File: src/rtl/food_spawn_ctrl.sv
// food_spawn_ctrl: places a new food item on the snake grid.
// Draws X/Y candidates from the LFSR PRNG, rejects out-of-range samples,
// asks the snake-body occupancy checker over a req/ack handshake, retries
// on collision up to MAX_TRIES times and publishes the final coordinate.
// Every output comes either from a flop or from the state register alone.
module food_spawn_ctrl #(
  parameter int GRID_W    = 20,
  parameter int GRID_H    = 15,
  parameter int MAX_TRIES = 7
) (
  input  logic       clk,
  input  logic       rst,
  input  logic       spawn_req,
  input  logic [4:0] rnd,
  output logic       prng_load,
  output logic       occ_req,
  output logic [4:0] occ_x,
  output logic [4:0] occ_y,
  input  logic       occ_ack,
  input  logic       occ_hit,
  output logic [4:0] food_x,
  output logic [4:0] food_y,
  output logic       food_valid,
  output logic       done,
  output logic       spawn_fail,
  output logic       busy
);

  typedef enum logic [2:0] {
    SEED  = 3'd0,
    IDLE  = 3'd1,
    GET_X = 3'd2,
    GET_Y = 3'd3,
    CHECK = 3'd4
  } state_e;

  localparam logic [4:0] GRID_W_L    = 5'(GRID_W);
  localparam logic [4:0] GRID_H_L    = 5'(GRID_H);
  localparam logic [4:0] MAX_TRIES_L = 5'(MAX_TRIES);

  // A maximal 5-bit LFSR never emits 0, so sample s maps to coordinate s-1;
  // samples above the grid dimension are thrown away and redrawn.
  function automatic logic sample_ok(input logic [4:0] sample, input logic [4:0] limit);
    sample_ok = (sample != 5'd0) && (sample <= limit);
  endfunction

  state_e     state_q, state_d;
  logic [4:0] tries_q, tries_d;
  logic [4:0] cx_q, cx_d;
  logic [4:0] cy_q, cy_d;
  logic [4:0] food_x_q, food_x_d;
  logic [4:0] food_y_q, food_y_d;
  logic       food_valid_q, food_valid_d;
  logic       done_q, done_d;
  logic       fail_q, fail_d;

  // Next-state and datapath decisions for the spawn sequence.
  always_comb begin
    state_d      = state_q;
    tries_d      = tries_q;
    cx_d         = cx_q;
    cy_d         = cy_q;
    food_x_d     = food_x_q;
    food_y_d     = food_y_q;
    food_valid_d = food_valid_q;
    done_d       = 1'b0;
    fail_d       = 1'b0;
    case (state_q)
      SEED: begin
        state_d = IDLE;
      end
      IDLE: begin
        if (spawn_req) begin
          food_valid_d = 1'b0;
          tries_d      = 5'd0;
          state_d      = GET_X;
        end else begin
          state_d = IDLE;
        end
      end
      GET_X: begin
        if (sample_ok(rnd, GRID_W_L)) begin
          cx_d    = rnd - 5'd1;
          state_d = GET_Y;
        end else begin
          state_d = GET_X;
        end
      end
      GET_Y: begin
        if (sample_ok(rnd, GRID_H_L)) begin
          cy_d    = rnd - 5'd1;
          state_d = CHECK;
        end else begin
          state_d = GET_Y;
        end
      end
      CHECK: begin
        if (occ_ack) begin
          if (!occ_hit) begin
            food_x_d     = cx_q;
            food_y_d     = cy_q;
            food_valid_d = 1'b1;
            done_d       = 1'b1;
            state_d      = IDLE;
          end else if (tries_q < MAX_TRIES_L) begin
            tries_d = tries_q + 5'd1;
            state_d = GET_X;
          end else begin
            fail_d  = 1'b1;
            state_d = IDLE;
          end
        end else begin
          state_d = CHECK;
        end
      end
      default: begin
        state_d = SEED;
      end
    endcase
  end

  // State and output registers; reset abandons any request and reseeds.
  always_ff @(posedge clk) begin
    if (rst) begin
      state_q      <= SEED;
      tries_q      <= 5'd0;
      cx_q         <= 5'd0;
      cy_q         <= 5'd0;
      food_x_q     <= 5'd0;
      food_y_q     <= 5'd0;
      food_valid_q <= 1'b0;
      done_q       <= 1'b0;
      fail_q       <= 1'b0;
    end else begin
      state_q      <= state_d;
      tries_q      <= tries_d;
      cx_q         <= cx_d;
      cy_q         <= cy_d;
      food_x_q     <= food_x_d;
      food_y_q     <= food_y_d;
      food_valid_q <= food_valid_d;
      done_q       <= done_d;
      fail_q       <= fail_d;
    end
  end

  assign prng_load  = (state_q == SEED);
  assign busy       = (state_q != IDLE);
  assign occ_req    = (state_q == CHECK);
  assign occ_x      = cx_q;
  assign occ_y      = cy_q;
  assign food_x     = food_x_q;
  assign food_y     = food_y_q;
  assign food_valid = food_valid_q;
  assign done       = done_q;
  assign spawn_fail = fail_q;

endmodule
File: config.mk
export PLATFORM = sky130hd
export DESIGN_NAME = food_spawn_ctrl
export DESIGN_NICKNAME = d
export VERILOG_FILES = /design/src/rtl/food_spawn_ctrl.sv
export SDC_FILE = /design/constraint.sdc
export NUM_CORES = 1
export LEC_CHECK = 0
export ABC_CLOCK_PERIOD_IN_PS = 1700
export BUFFER_PORTS_ARGS = -buffer_cell sky130_fd_sc_hd__buf_2
export CAP_MARGIN = 20
export CORE_ASPECT_RATIO = 0.9
export CORE_UTILIZATION = 51
export DETAILED_ROUTE_END_ITERATION = 12
export GPL_TIMING_DRIVEN = 0
export PLACE_DENSITY = 0.81
export SLEW_MARGIN = 10
export SYNTH_ARGS = -nofsm -noshare
export SYNTH_HDL_FRONTEND = slang
export SYNTH_SLANG_ARGS = --single-unit
File: constraint.sdc
create_clock -name clk -period 1.7 [get_ports clk]
set_input_delay 0.085 -clock clk [delete_from_list [all_inputs] [get_ports clk]]
set_output_delay 0.085 -clock clk [all_outputs]
set_load 0.02 [all_outputs]
==> run summary, run 1 <==
initial antenna violation count: 0
fill count: 242
Yosys Warn Count: 0
Clock Sinks: 31
Num CTS Buffers: 5
CTS tree: built
sw frac: 0.280
Post-DP HPWL: 2.35 mm
largest stage delay on the critical path: 0.38 ns
ratio of cells with drive above 1 in the final layout: 0.315
post_cts resized: 0
Reg power frac: 0.541
Syn Inst Count: 142
syn_nets: 156
Crit path max-delay family: simple AND/OR/NAND/NOR gates
RSZ-0062 raised after global routing: false
Nets: 198
first-pass GRT wire length: 5.24 mm
fin crit period: 1.47 ns
Cell Int Power: 1.01 mW
Most used DFF post-synth: dfxtp_1
crit path DAT: 1.75 ns
Final Max Slew Viols: 0
clock power share: 0.312
Leak: 0.728 nW
grt ovf: 0
largest family of logic cells by synthesized area: simple AND/OR/NAND/NOR gates
critical-path maximum fanout: 10
Net Sw Power: 0.392 mW
gr usage total: 0.237
Hold Violations, Final: 0
Synth top cells by count: dfxtp_1, nor3_1, a21oi_1
share of Yosys cell area claimed by the top area cell type: 0.447
Final Hold Slack: 0.0414 ns
fraction of the mapped netlist area in simple logic gates: 0.234
First-pass DRT Iterations: 8
Critical Path RT: 1.98 ns
mux contribution to synthesized area: 0.00721
die area: 2930 um^2
CTS H-tree lvls: 2
crit share post-route: 0.866
Worst Tran Pin Value: 0.428 ns
Routability Congestion: 0.889
Post-CTS Hold Buffers: 0
Worst Path Buf+Inv: 1
wire per inst: 14.7 um
syn_area_per_cell: 9.77 um^2
Slowest cell on crit path: dfxtp_1
Layout area overhead: 19.2%
flops & latches, synth: 31
Maximum Capacitance Violations: 0
Comb power frac: 0.147
Rows: 17
Post-Syn Area: 1390 um^2
initial drt markers: 55
count leader, synth: dfxtp_1
xor-xnor portion of the synthesized cell area: 0.0189
post-synthesis compound-gate area fraction: 0.209
Worst-path clk slew: 0.09 ns
status: finished, violations left
clk_lat worst skew: 0.33 ns
Root Buffer: clkbuf_4
Async SR Flop Fraction: 0
number of synthesized flops with an enable pin: 0
Routed WL: 3.12 mm
Hold/Removal Path Class: input pin to flip-flop
Post-CTS Setup Inserts: 0
Crit. End Element: flip-flop
Post-Synth Adder-Cell Area: 0.0361
largest net degree at the start of global routing: 11
Yosys cell types: 46
Max-slew headroom: 0.713
Synth area leader: dfxtp_1
Final Util: 0.659
crit start category: flip-flop
vias per inst: 5.77
top area cells in the synthesized netlist: dfxtp_1, a22o_1, nor3_1, a21oi_1, ha_1
Max Freq: 679 MHz
DRC violations left: 8
Vert. Die Dim: 51.5 um
Die X: 57.0 um
via count: 1,223
IO Port Bufs: 35
Clock Path Buffers: 2
Post-DRT Antenna Nets: 0
total negative setup slack: 0 ns
initial core utilization: 0.553
final setup fails: 0
CP Cell Sequence: nand4bb_1 > nor3_1 > buf_2 > a22o_1
Layout Skew: 0.00542 ns
Seq/Total Area, Yosys: 0.447
Pwr per Cell Area: 847 nW/um^2
Max VDD drop: 0.000452 V
core box area: 2510 um^2
vias in the first global route: 1,127
failing checks: DRC
antenna fix cells: 0
CP Class: flip-flop to flip-flop
# IOs: 36
==> final cells by class <==
type | count | area (um^2) | area share
multi-input cells | 99 | 702 | 0.424
flip-flops and latches | 31 | 621 | 0.375
repair buffers | 35 | 175 | 0.106
clock buffers | 6 | 51.3 | 0.0310
plain buffers | 7 | 46.3 | 0.0280
well taps | 28 | 35.0 | 0.0212
inverters | 5 | 18.8 | 0.0113
clock inverters | 1 | 5.00 | 0.00303
==> worst paths after layout <==
| kind | start | to | slack [ns] | cells after the start |
|---|---|---|---|---|
| worst min register to register | food_y[1] | food_y[1] | 0.48 | 1 |
| worst min-delay path | rnd[0] | occ_x[0] | 0.04 | 2 |
| worst max register to register | state_q[0] | food_x[0] | 0.23 | 4 |
| worst max-delay path | state_q[0] | food_x[0] | 0.23 | 4 |
==> metal layers <==
| layer | wire length, um | GRT usage | vias to the layer above | share of wire |
|---|---|---|---|---|
| li1 | - | - | 617 | - |
| met1 | 1500 | 0.301 | 563 | 0.48 |
| met2 | 1420 | 0.388 | 37 | 0.45 |
| met3 | 156 | 0.0684 | 6 | 0.050 |
| met4 | 43 | 0.0732 | 0 | 0.014 |
| met5 | 0 | 0 | - | 0 |
==> cell families (layout without fill, tap and decap cells) <==
logic type / Yosys count / count (layout)
xor gates and xnor gates: 3 / 3
and+or+nand+nor: 52 / 52
buffers and inverters: 12 / 54
muxes: 1 / 1
adders and majority gates: 4 / 4
DFF: 31 / 31
AOI/OAI and AO/OA: 39 / 39
==> state kept, by name, summed over array words and instances, names as in the netlist <==
register	count
tries_q	5
food_y	5
food_x	5
food_valid	1
occ_x	5
state_q	3
spawn_fail	1
done	1
occ_y	5
==> stage by stage <==
step / instances / instance area, um^2 / power, mW / setup slack (ns)
finish: 212 / 1650 / 1.40 / 0.228
global route: 212 / 1650 / 1.45 / 0.119
CTS: 212 / 1650 / 1.41 / 0.223
detailed placement: 205 / 1600 / 0.979 / 0.184
floorplan: 142 / 1390 / 0.909 / 0.226
global placement: 205 / 1600 / 0.969 / 0.242
==> power by group through the flow <==
stage	clock network, mW	registers (mW)	logic (mW)
2_1_floorplan	0	0.784	0.125
3_3_place_gp	0	0.774	0.195
3_5_place_dp	0	0.774	0.205
4_1_cts	0.443	0.757	0.206
5_1_grt	0.468	0.760	0.226
6_report	0.437	0.758	0.207
==> layout by cell type, fill, tap and decap left out, types with 2 or more instances in the layout <==
cell type   n
clkbuf_4    5
dfxtp_1    31
a311oi_1    2
a21oi_1    12
inv_1       5
o22ai_1     2
nor3_1     15
nor2_1      9
a22o_1     10
xor2_1      2
and2_1      2
buf_4       2
nand3_1     3
nand4_1     2
o21a_1      2
nor3b_1     3
nand2_1     3
or3_1       2
ha_1        4
a211oi_1    2
buf_2      38
No activity file was read; power rests on OpenSTA's default activity.
==> inputs of run 2 (changes only) <==
--- a/config.mk
+++ b/config.mk
@@ -10,6 +10,7 @@
 export CAP_MARGIN = 20
 export CORE_ASPECT_RATIO = 0.9
 export CORE_UTILIZATION = 51
+export CTS_BUF_LIST = sky130_fd_sc_hd__clkbuf_16
 export DETAILED_ROUTE_END_ITERATION = 12
 export GPL_TIMING_DRIVEN = 0
 export PLACE_DENSITY = 0.81
==> run summary, run 2 (synthesized netlist as in run 1, its figures left out) <==
vias in the first global route: 1,173 (+4.1%)
Cell Int Power: 1.34 mW (+33%)
DRC violations left: 8 (unchanged)
Place WS: 0.184 ns (unchanged)
IO Port Bufs: 35 (unchanged)
RSZ-0062 raised after global routing: false
Post-CTS Setup Inserts: 0 (unchanged)
Maximum Capacitance Violations: 0 (unchanged)
clock power share: 0.453 (+0.141)
Final Non-Filler Cells: 212 (unchanged)
final setup fails: 0 (unchanged)
total negative setup slack: 0 ns (unchanged)
grt met2 use: 0.406 (+0.0176)
Hold Violations, Final: 0 (unchanged)
Worst Tran Pin Value: 0.447 ns (+0.0198 ns)
GR Util met1: 0.304 (+0.00266)
failing checks: DRC
Num CTS Buffers: 5 (unchanged)
commonest non-fill, non-tap cells in the layout: buf_2, dfxtp_1, nor3_1, a21oi_1, a22o_1
Design Area, Final: 1730 um^2 (+4.7%)
core box area: 2510 um^2 (unchanged)
gr usage total: 0.245 (+0.00858)
antenna fix cells: 0 (unchanged)
Global Route met3 Usage: 0.0810 (+0.0127)
initial drt markers: 72 (+31%)
Pwr per Cell Area: 1020 nW/um^2 (+21%)
Final Max Slew Viols: 0 (unchanged)
post_cts resized: 0 (unchanged)
via count: 1,261 (+3.1%)
hold path startpoint: rnd[0]
die area: 2930 um^2 (unchanged)
Critical Path RT: 1.91 ns (-0.07 ns)
Post-CTS Hold Buffers: 0 (unchanged)
Die X: 57.0 um (unchanged)
wire per inst: 15.2 um (+3.5%)
Layout Skew: 0.00493 ns (-0.000490 ns)
Rows: 17 (unchanged)
Routed WL: 3.23 mm (+3.5%)
clk_lat worst skew: 0.27 ns (-0.06 ns)
initial antenna violation count: 0 (unchanged)
fill count: 219 (-9.5%)
Max VDD drop: 0.000528 V (+17%)
Vert. Die Dim: 51.5 um (unchanged)
commonest non-fill, non-tap cell in the layout: buf_2
Clock Sinks: 31 (unchanged)
Leak: 0.761 nW (+4.5%)
hold path cells: 2 (unchanged)
CTS H-tree lvls: 2 (unchanged)
Final Util: 0.690 (+0.0309)
Final Hold Slack: 0.116 ns (+0.0744 ns)
Clock Path Buffers: 2 (unchanged)
Pwr Total: 1.77 mW (+26%)
CP Class: flip-flop to flip-flop
Routability Congestion: 0.889 (unchanged)
Max Freq: 684 MHz (+0.76%)
# IOs: 36 (unchanged)
R2R Path End: food_y[2]
CTS tree: built
Final Worst Setup Slack: 0.239 ns (+0.0111 ns)
Comb power frac: 0.118 (-0.029)
reg-to-reg startpoint: state_q[2]
Worst-path clk slew: 0.05 ns (-0.04 ns)
Net Sw Power: 0.428 mW (+9.2%)
Root Buffer: clkbuf_16
largest net degree at the start of global routing: 11 (unchanged)
ratio of cells with drive above 1 in the final layout: 0.310 (-0.00543)
initial core utilization: 0.553 (unchanged)
Hold/Removal Path Class: input pin to flip-flop
Nets: 198 (unchanged)
crit share post-route: 0.860 (-0.00651)
fin crit period: 1.46 ns (-0.0111 ns)
grt ovf: 0 (unchanged)
R2R depth: 4 (unchanged)
setup slack, reg-to-reg: 0.24 ns (about the same)
critical-path maximum fanout: 10 (unchanged)
crit start category: flip-flop
Crit. End Element: flip-flop
Max-slew headroom: 0.700 (-0.0133)
crit path DAT: 1.67 ns (-0.08 ns)
sw frac: 0.241 (-0.0383)
dpl cell area: 1600 um^2 (unchanged)
Reg power frac: 0.429 (-0.112)
Layout area overhead: 24.8%
grt peak-use layer: met2
Post-DP HPWL: 2.35 mm (unchanged)
first-pass GRT wire length: 5.42 mm (+3.4%)
status: finished, violations left
Post-DRT Antenna Nets: 0 (unchanged)
First-pass DRT Iterations: 8 (unchanged)
vias per inst: 5.95 (+3.1%)
end of the worst hold path: occ_y[0]
placed cells: 205 (unchanged)
[run 2: cell types whose count changed in the layout (fill, tap and decap cells not counted)]
cell,change
clkbuf_16,+5
clkbuf_4,-5
clkbuf_8,-1
clkinv_1,+1
[run 2: per-layer routing]
layer	wire, um	vias up	part of all wire
met5	0	-	0
met1	1460	584	0.45
met4	35	0	0.011
met2	1520	54	0.47
li1	-	616	-
met3	209	7	0.065
[run 2: layout make-up]
cell class                      count  area, um^2  share of cell area
Clock inverter                      2        8.76             0.00506
Sequential cell                    31         621               0.358
Clock buffer                        5         125              0.0723
Inverter                            5        18.8              0.0108
Buffer                              7        46.3              0.0267
Timing Repair Buffer               35         175               0.101
Tap cell                           28        35.0              0.0202
Multi-Input combinational cell     99         702               0.405
[run 2: worst max-delay path by stage]
stage	from	end	slack (ns)	cells after the start
2_1_floorplan	state_q[1]	tries_q[0]	0.23	5
3_3_place_gp	rnd[0]	occ_x[4]	0.24	7
3_5_place_dp	rnd[0]	occ_y[1]	0.18	7
4_1_cts	state_q[0]	food_y[2]	0.23	4
5_1_grt	state_q[0]	occ_y[1]	0.1	5
6_report	state_q[2]	food_y[2]	0.24	4
[run 2: worst max-delay path: stages, from the launching register on]
cell	delay, ns
dfxtp_1	0.43
nand4bb_1	0.23
nor3_1	0.32
buf_2	0.27
a22o_1	0.15
[run 2: power groups by stage]
stage | sequential [mW] | combinational (mW) | clock (mW)
finish | 0.761 | 0.208 | 0.803
global route | 0.762 | 0.229 | 0.849
CTS | 0.760 | 0.208 | 0.806
global placement | 0.774 | 0.195 | 0
floorplan | 0.784 | 0.125 | 0
detailed placement | 0.774 | 0.205 | 0
